**config.mk**
```make
export PLATFORM = sky130hd
export DESIGN_NAME = spi_host_tlul
export DESIGN_NICKNAME = d
export VERILOG_FILES = /design/src/rtl/spi_host_tlul.sv
export SDC_FILE = /design/constraint.sdc
export NUM_CORES = 1
export LEC_CHECK = 0
export BUFFER_PORTS_ARGS = -buffer_cell sky130_fd_sc_hd__buf_2
export CAP_MARGIN = 10
export CORE_MARGIN = 2
export CORE_UTILIZATION = 25
export CTS_CLUSTER_SIZE = 12
export DETAILED_ROUTE_END_ITERATION = 8
export GPL_TIMING_DRIVEN = 0
export HOLD_SLACK_MARGIN = 0.02
export SLEW_MARGIN = 20
export SYNTH_ARGS = -nofsm -noshare
export SYNTH_HDL_FRONTEND = slang
export SYNTH_SLANG_ARGS = --single-unit
```
**constraint.sdc**
```tcl
create_clock -name clk_i -period 7.8 [get_ports clk_i]
set_clock_uncertainty 0.05 [all_clocks]
set_input_delay 1.56 -clock clk_i [delete_from_list [all_inputs] [get_ports clk_i]]
set_output_delay 1.56 -clock clk_i [all_outputs]
set_load 0.1 [all_outputs]
```
**src/rtl/spi_host_tlul.sv**
```systemverilog
// spi_host_tlul: TL-UL register front end driving a single-lane mode-0 SPI master.
// Holds a minimal TL-UL type package and response integrity generator so the file stands alone.
package tlul_pkg;
    typedef enum logic [2:0] {
        PutFullData    = 3'h0,
        PutPartialData = 3'h1,
        Get            = 3'h4
    } tl_a_op_e;
    typedef enum logic [2:0] {
        AccessAck     = 3'h0,
        AccessAckData = 3'h1
    } tl_d_op_e;
    typedef struct packed {
        logic [6:0] cmd_intg;
        logic [6:0] data_intg;
    } tl_a_user_t;
    typedef struct packed {
        logic [6:0] rsp_intg;
        logic [6:0] data_intg;
    } tl_d_user_t;
    typedef struct packed {
        logic       a_valid;
        tl_a_op_e   a_opcode;
        logic [2:0] a_param;
        logic [1:0] a_size;
        logic [7:0] a_source;
        logic [31:0] a_address;
        logic [3:0] a_mask;
        logic [31:0] a_data;
        tl_a_user_t a_user;
        logic       d_ready;
    } tl_h2d_t;
    typedef struct packed {
        logic       d_valid;
        tl_d_op_e   d_opcode;
        logic [2:0] d_param;
        logic [1:0] d_size;
        logic [7:0] d_source;
        logic       d_sink;
        logic [31:0] d_data;
        tl_d_user_t d_user;
        logic       d_error;
        logic       a_ready;
    } tl_d2h_t;
endpackage

module tlul_rsp_intg_gen
    import tlul_pkg::*;
(
    input  tl_d2h_t tl_i,
    output tl_d2h_t tl_o
);
    // Interleaved parity: bit k covers every input bit whose index is k mod 7.
    function automatic logic [6:0] fold7(input logic [31:0] v);
        logic [6:0] f;
        f = '0;
        for (int i = 0; i < 32; i++) f[i % 7] = f[i % 7] ^ v[i];
        return f;
    endfunction

    logic unused_user;
    assign unused_user = ^tl_i.d_user;

    always_comb begin
        tl_o = tl_i;
        tl_o.d_user.data_intg = fold7(tl_i.d_data);
        tl_o.d_user.rsp_intg = fold7({18'b0, tl_i.d_source, tl_i.d_opcode, tl_i.d_size, tl_i.d_error});
    end
endmodule

module spi_host_tlul
    import tlul_pkg::*;
#(
    parameter int AW = 5
) (
    input  logic    clk_i,
    input  logic    rst_i,
    input  tl_h2d_t tl_i,
    output tl_d2h_t tl_o,
    output logic    spi_sclk_o,
    output logic    spi_csn_o,
    output logic    spi_sdo_o,
    input  logic    spi_sdi_i,
    output logic    intr_done_o
);
    localparam logic [AW-3:0] OFF_CTRL   = (AW-2)'(0);
    localparam logic [AW-3:0] OFF_CLKDIV = (AW-2)'(1);
    localparam logic [AW-3:0] OFF_TXDATA = (AW-2)'(2);
    localparam logic [AW-3:0] OFF_RXDATA = (AW-2)'(3);
    localparam logic [AW-3:0] OFF_STATUS = (AW-2)'(4);

    typedef enum logic [1:0] {IDLE, LOW, HIGH, TRAIL} state_e;

    state_e      state, state_d;
    logic        rsp_pending, rsp_error;
    tl_d_op_e    rsp_opcode;
    logic [1:0]  rsp_size;
    logic [7:0]  rsp_source;
    logic [31:0] rsp_data;
    logic        cs_hold, ie, done;
    logic [4:0]  len, bitcnt;
    logic [15:0] clkdiv, hc;
    logic [31:0] txdata, rxdata, rx, rdata;
    logic [AW-3:0] idx;
    logic        accept, is_put, is_get, busy, err, wr, start, tick;
    tl_d2h_t     tl_raw;
    logic        unused_tl;

    assign unused_tl = ^{tl_i.a_param, tl_i.a_mask, tl_i.a_user, tl_i.a_address[31:AW], tl_i.a_address[1:0]};

    assign accept = tl_i.a_valid && !rsp_pending;
    assign is_put = tl_i.a_opcode inside {PutFullData, PutPartialData};
    assign is_get = tl_i.a_opcode == Get;
    assign idx = tl_i.a_address[AW-1:2];
    assign busy = state != IDLE;
    assign tick = hc == clkdiv;
    // Only STATUS stays writable mid-transfer so firmware can ack DONE without racing the shifter.
    assign err = !(is_put || is_get) || idx > OFF_STATUS ||
                 (is_put && (idx == OFF_RXDATA || (busy && idx != OFF_STATUS)));
    assign wr = accept && is_put && !err;
    assign start = wr && idx == OFF_CTRL && tl_i.a_data[0];
    assign intr_done_o = done && ie;

    assign rdata = idx == OFF_CTRL   ? {19'b0, len, 5'b0, ie, cs_hold, 1'b0} :
                   idx == OFF_CLKDIV ? {16'b0, clkdiv} :
                   idx == OFF_TXDATA ? txdata :
                   idx == OFF_RXDATA ? rxdata :
                   idx == OFF_STATUS ? {30'b0, done, busy} : '0;

    always_comb begin
        state_d = state;
        case (state)
            IDLE:  state_d = start ? LOW : IDLE;
            LOW:   state_d = tick ? HIGH : LOW;
            HIGH:  state_d = tick ? (bitcnt == 5'd0 ? TRAIL : LOW) : HIGH;
            TRAIL: state_d = tick ? IDLE : TRAIL;
        endcase
    end

    always_ff @(posedge clk_i or posedge rst_i) begin
        if (rst_i) state <= IDLE;
        else state <= state_d;
    end

    always_ff @(posedge clk_i or posedge rst_i) begin
        if (rst_i) begin
            rsp_pending <= 1'b0;
            rsp_opcode <= AccessAck;
            rsp_size <= '0;
            rsp_source <= '0;
            rsp_data <= '0;
            rsp_error <= 1'b0;
        end else if (accept) begin
            rsp_pending <= 1'b1;
            rsp_opcode <= is_get ? AccessAckData : AccessAck;
            rsp_size <= tl_i.a_size;
            rsp_source <= tl_i.a_source;
            rsp_data <= (is_get && !err) ? rdata : '0;
            rsp_error <= err;
        end else if (tl_i.d_ready) begin
            rsp_pending <= 1'b0;
        end
    end

    always_ff @(posedge clk_i or posedge rst_i) begin
        if (rst_i) begin
            cs_hold <= 1'b0;
            ie <= 1'b0;
            len <= '0;
            clkdiv <= '0;
            txdata <= '0;
            rxdata <= '0;
            rx <= '0;
            done <= 1'b0;
            hc <= '0;
            bitcnt <= '0;
            spi_sclk_o <= 1'b0;
            spi_csn_o <= 1'b1;
            spi_sdo_o <= 1'b0;
        end else begin
            if (wr && idx == OFF_CTRL) {len, ie, cs_hold} <= {tl_i.a_data[12:8], tl_i.a_data[2:1]};
            if (wr && idx == OFF_CLKDIV) clkdiv <= tl_i.a_data[15:0];
            if (wr && idx == OFF_TXDATA) txdata <= tl_i.a_data;
            if (wr && idx == OFF_STATUS && tl_i.a_data[1]) done <= 1'b0;
            if (wr && idx == OFF_CTRL && !tl_i.a_data[1]) spi_csn_o <= 1'b1;
            hc <= (state == IDLE || tick) ? '0 : hc + 16'd1;
            // Later assignments below take priority: START beats the csn release, completion beats DONE clear.
            case (state)
                IDLE: if (start) begin
                    spi_csn_o <= 1'b0;
                    spi_sdo_o <= txdata[tl_i.a_data[12:8]];
                    bitcnt <= tl_i.a_data[12:8];
                    rx <= '0;
                    done <= 1'b0;
                end
                LOW: if (tick) begin
                    spi_sclk_o <= 1'b1;
                    rx <= {rx[30:0], spi_sdi_i};
                end
                HIGH: if (tick) begin
                    spi_sclk_o <= 1'b0;
                    if (bitcnt != 5'd0) begin
                        bitcnt <= bitcnt - 5'd1;
                        spi_sdo_o <= txdata[bitcnt - 5'd1];
                    end
                end
                TRAIL: if (tick) begin
                    rxdata <= rx;
                    done <= 1'b1;
                    spi_csn_o <= !cs_hold;
                    spi_sdo_o <= 1'b0;
                end
            endcase
        end
    end

    always_comb begin
        tl_raw = '0;
        tl_raw.d_valid = rsp_pending;
        tl_raw.d_opcode = rsp_opcode;
        tl_raw.d_size = rsp_size;
        tl_raw.d_source = rsp_source;
        tl_raw.d_data = rsp_data;
        tl_raw.d_error = rsp_error;
        tl_raw.a_ready = !rsp_pending;
    end

    tlul_rsp_intg_gen u_intg (
        .tl_i(tl_raw),
        .tl_o(tl_o)
    );
endmodule

```
==> out/results.tsv <==
stage	metric	value	unit
floorplanning	Die H	198.2	µm
cells_and_area	fin area	11270	µm²
setup_path	Crit Path Category	in -> reg	
pwr	Design Power	3194	µW
cts	CTS buffer count	17	
cells_and_area	Post-Route Utilization	0.3014	
cts	clk sinks	191	
pwr	Power Density	283.3	nW/µm²
logic_synthesis	Synth Cell Area	9433	µm²
setup_path	delay-heaviest family, CP	compound AO/OA/AOI/OAI gates	
sta	worst slew pin tran	1.277	ns
drt	Routed wire per std cell	17.74	µm
cts	Post CTS Setup Buffer Count	0	
setup_path	CP Cell Sequence	clkbuf_1 -> or2_1 -> buf_2 -> a2111oi_2 -> a21boi_1 -> and4bb_1 -> buf_2 -> buf_6 -> mux2_2	
setup_path	Largest stage delay, worst path	0.54	ns
logic_synthesis	Seq/Total Area, Yosys	0.5068	
job	# Max-Cap Violations	0	
logic_synthesis	YS warnings	0	
sta	slew margin rel.	0.1410	
logic_synthesis	largest area contributor in the netlist	dfrtp_1	
cts	CTS H-tree lvls	4	
setup_path	most used cell, CP	buf_2	
logic_synthesis	asr flop ratio synth	1.000	
logic_synthesis	Synth Instances	802	
floorplanning	Core Box Area	37400	µm²
setup_path	crit-path max FO	10	
setup_path	critical path data arrival time	4.05	ns
sta	final slew viol count	0	
global_route	vias in the first global route	6814	
logic_synthesis	most frequent cell after synthesis	dfrtp_1	
sta	fmax	264.6	MHz
setup_path	CP Buf/Inv Count	4	
cells_and_area	Ant. Diodes	0	
global_route	total global routing overflow	0	
global_route	initial antenna violation count	1	
logic_synthesis	Commonest cells post-synth	dfrtp_1 (190), mux2_2 (91), nand2_1 (69), o21ai_0 (68), mux2i_1 (51)	
pwr	leakage	0.005101	µW
setup_path	CP max stage cell	a2111oi_2	
sta	final hold vios	0	
drt	routed via count	6833	
place	placed insts	1434	
setup_path	Worst setup EP type	register	
cells_and_area	Post-Layout Cell Count	1466	
logic_synthesis	share of the synthesized area in the top cell type	0.5040	
cells_and_area	layout cells sized above 1	0.2953	
cells_and_area	FILL cells	3827	
sta	Tcrit/Tclk final	0.4846	
cts	maximum clock path buffer count	2	
cells_and_area	nets@finish	1052	
place	DP Wirelength	20070	µm
global_route	largest net degree at the start of global routing	104	
setup_path	Worst EP required	8.07	ns
sta	setup_tns	0	ns
cts	Skew-Pair Late Insertion Delay	0.44	ns
pwr	highest ir drop seen on vdd	0.1349	mV
drt	drt total wl	26010	µm
drt	Post-route DRC	0	
floorplanning	Die Area	39300	µm²
status	status	complete, no violations	
cts	cts hold-fix bufs	0	
logic_synthesis	Unique masters post-synth	62	
global_route	global-route total usage across every layer	0.1352	
logic_synthesis	Synth area leaders	dfrtp_1 (50%), mux2_2 (11%), mux2i_1 (5.4%)	
sta	Setup Viol. Count Final	0	
drt	Pre-antenna DRT Iters	5	
place	Port Buf Inserts	115	
cts	CTS tree	built	
logic_synthesis	Syn Area/Cell	11.76	µm²
drt	Vias per Instance	4.661	
drt	starting DRC count in detailed routing	480	
global_route	first-pass GRT wire length	40190	µm
setup_path	startpoint class of the critical path	input port	
cts	CTS resizes	0	
place	DP Area	10710	µm²
floorplanning	# IOs	173	
logic_synthesis	Synth Register Bits	191	
drt	antenna-violating nets left	0	
cells_and_area	Area growth syn-to-layout	19.51	%
min_path	HP Class	reg -> reg	
place	GP Congestion	0.8383	
cts	clock slew at reported path FFs	0.07	ns
floorplanning	Initial Util	0.2522	
logic_synthesis	number of synthesized flops with an enable pin	0	
floorplanning	die width	198.2	µm
sta	crit path time final	3.780	ns
cts	Root Driver	clkbuf_16	
logic_synthesis	Top FF cell, synth	dfrtp_1	
sta	RSZ-0062 raised after global routing	false	
floorplanning	FP Rows	71	
state kept, by name, indices dropped and copies added, names as in the netlist, 2 cells and up:
register	flops
rsp_size	2
bitcnt	5
hc	16
txdata	32
rxdata	32
rsp_data	32
clkdiv	16
rsp_source	8
rx	32
state	2
len	5
stage by stage:
stage,setup WS (ns),hold WS (ns)
floorplan,0.9928,0.3944
global placement,-1.218,0.4145
detailed placement,3.592,0.4198
CTS,4.042,0.4363
global route,3.865,0.4689
finish,4.020,0.4300
kinds of logic after synthesis:
| family | after synthesis | synth area share |
|---|---|---|
| buffers and inverters | 89 | 0.04550 |
| multiplexers | 161 | 0.2077 |
| flip-flops | 191 | 0.5068 |
| AO/OA/AOI/OAI | 139 | 0.09657 |
| XOR/XNOR | 61 | 0.05664 |
| other | 1 | 0.0003975 |
| AND/OR/NAND/NOR | 153 | 0.07707 |
| adder cells (fa/ha/maj) | 7 | 0.009285 |
per-layer routing:
metal | vias up | wire length (µm) | global-route usage
met3 | 34 | 1446 | 0.02334
met5 | - | 8 | 0
met1 | 3437 | 11280 | 0.1746
li1 | 3140 | - | -
met4 | 2 | 811 | 0.05764
met2 | 220 | 12470 | 0.2230
final cells by class:
cell class	instances	area (µm²)	area share
Multi-Input combinational cell	527	4254	0.3774
Timing Repair Buffer	116	603.1	0.05350
Inverter	31	123.9	0.01099
Sequential cell	191	4781	0.4241
Tap cell	511	639.4	0.05671
Buffer	58	312.8	0.02775
Clock inverter	12	112.6	0.009989
Clock buffer	20	446.7	0.03962
worst register-to-register path, cell delays in order, from the launching register on:
cell,delay [ns]
dfrtp_1,0.45
xnor2_1,0.26
nand4_1,0.16
nor4_1,1.07
mux2i_1,0.55
nor2_2,0.52
buf_6,0.25
mux2i_1,0.21
placed cells by master, fill, tap and decap left out, types with 5 or more instances in the layout:
master / netlist / final
a22oi_1: 15 / 15
ha_1: 7 / 7
buf_6: 6 / 6
conb_1: 1 / 6
xor2_1: 19 / 19
a22o_1: 8 / 8
o21ai_0: 68 / 68
nand3_1: 11 / 11
clkbuf_1: 32 / 34
mux4_2: 10 / 10
inv_1: 31 / 30
o41ai_1: 15 / 15
nand4_1: 6 / 6
nand2_1: 69 / 69
buf_2: 7 / 122
clkbuf_16: 0 / 17
dfrtp_1: 190 / 190
xnor2_1: 42 / 42
mux2i_1: 51 / 51
a21oi_1: 7 / 7
buf_4: 11 / 11
nor2_1: 30 / 30
nor2b_1: 5 / 5
mux2_2: 91 / 91
mux4_1: 6 / 6
path summary, 6_finish.rpt:
path | slack (ns) | cells past startpoint | startpoint | to
hold reg to reg | 0.43 | 2 | rxdata[19]$_DFFE_PP0P_ | rxdata[19]$_DFFE_PP0P_
setup reg to reg | 4.22 | 7 | hc[2]$_DFF_PP0_ | rx[3]$_DFFE_PP0P_
max in group asynchronous | 5.57 | 3 | rst_i | ie$_DFFE_PP0N_
hold / removal | 0.43 | 2 | rxdata[19]$_DFFE_PP0P_ | rxdata[19]$_DFFE_PP0P_
min in group asynchronous | 1.18 | 2 | rst_i | rsp_data[22]$_DFFE_PP0P_
setup / recovery | 4.02 | 9 | tl_i[53] | txdata[14]$_DFFE_PP0P_
where the power goes:
| group | internal, µW | switching (µW) | total, µW | leakage [µW] |
|---|---|---|---|---|
| combinational | 334 | 769 | 1100 | 0.00225 |
| clock | 451 | 386 | 837 | 0.000264 |
| sequential | 1130 | 126 | 1250 | 0.00258 |
| total | 1910 | 1280 | 3190 | 0.00510 |
Note: power is estimated with default switching activity, not from simulation.
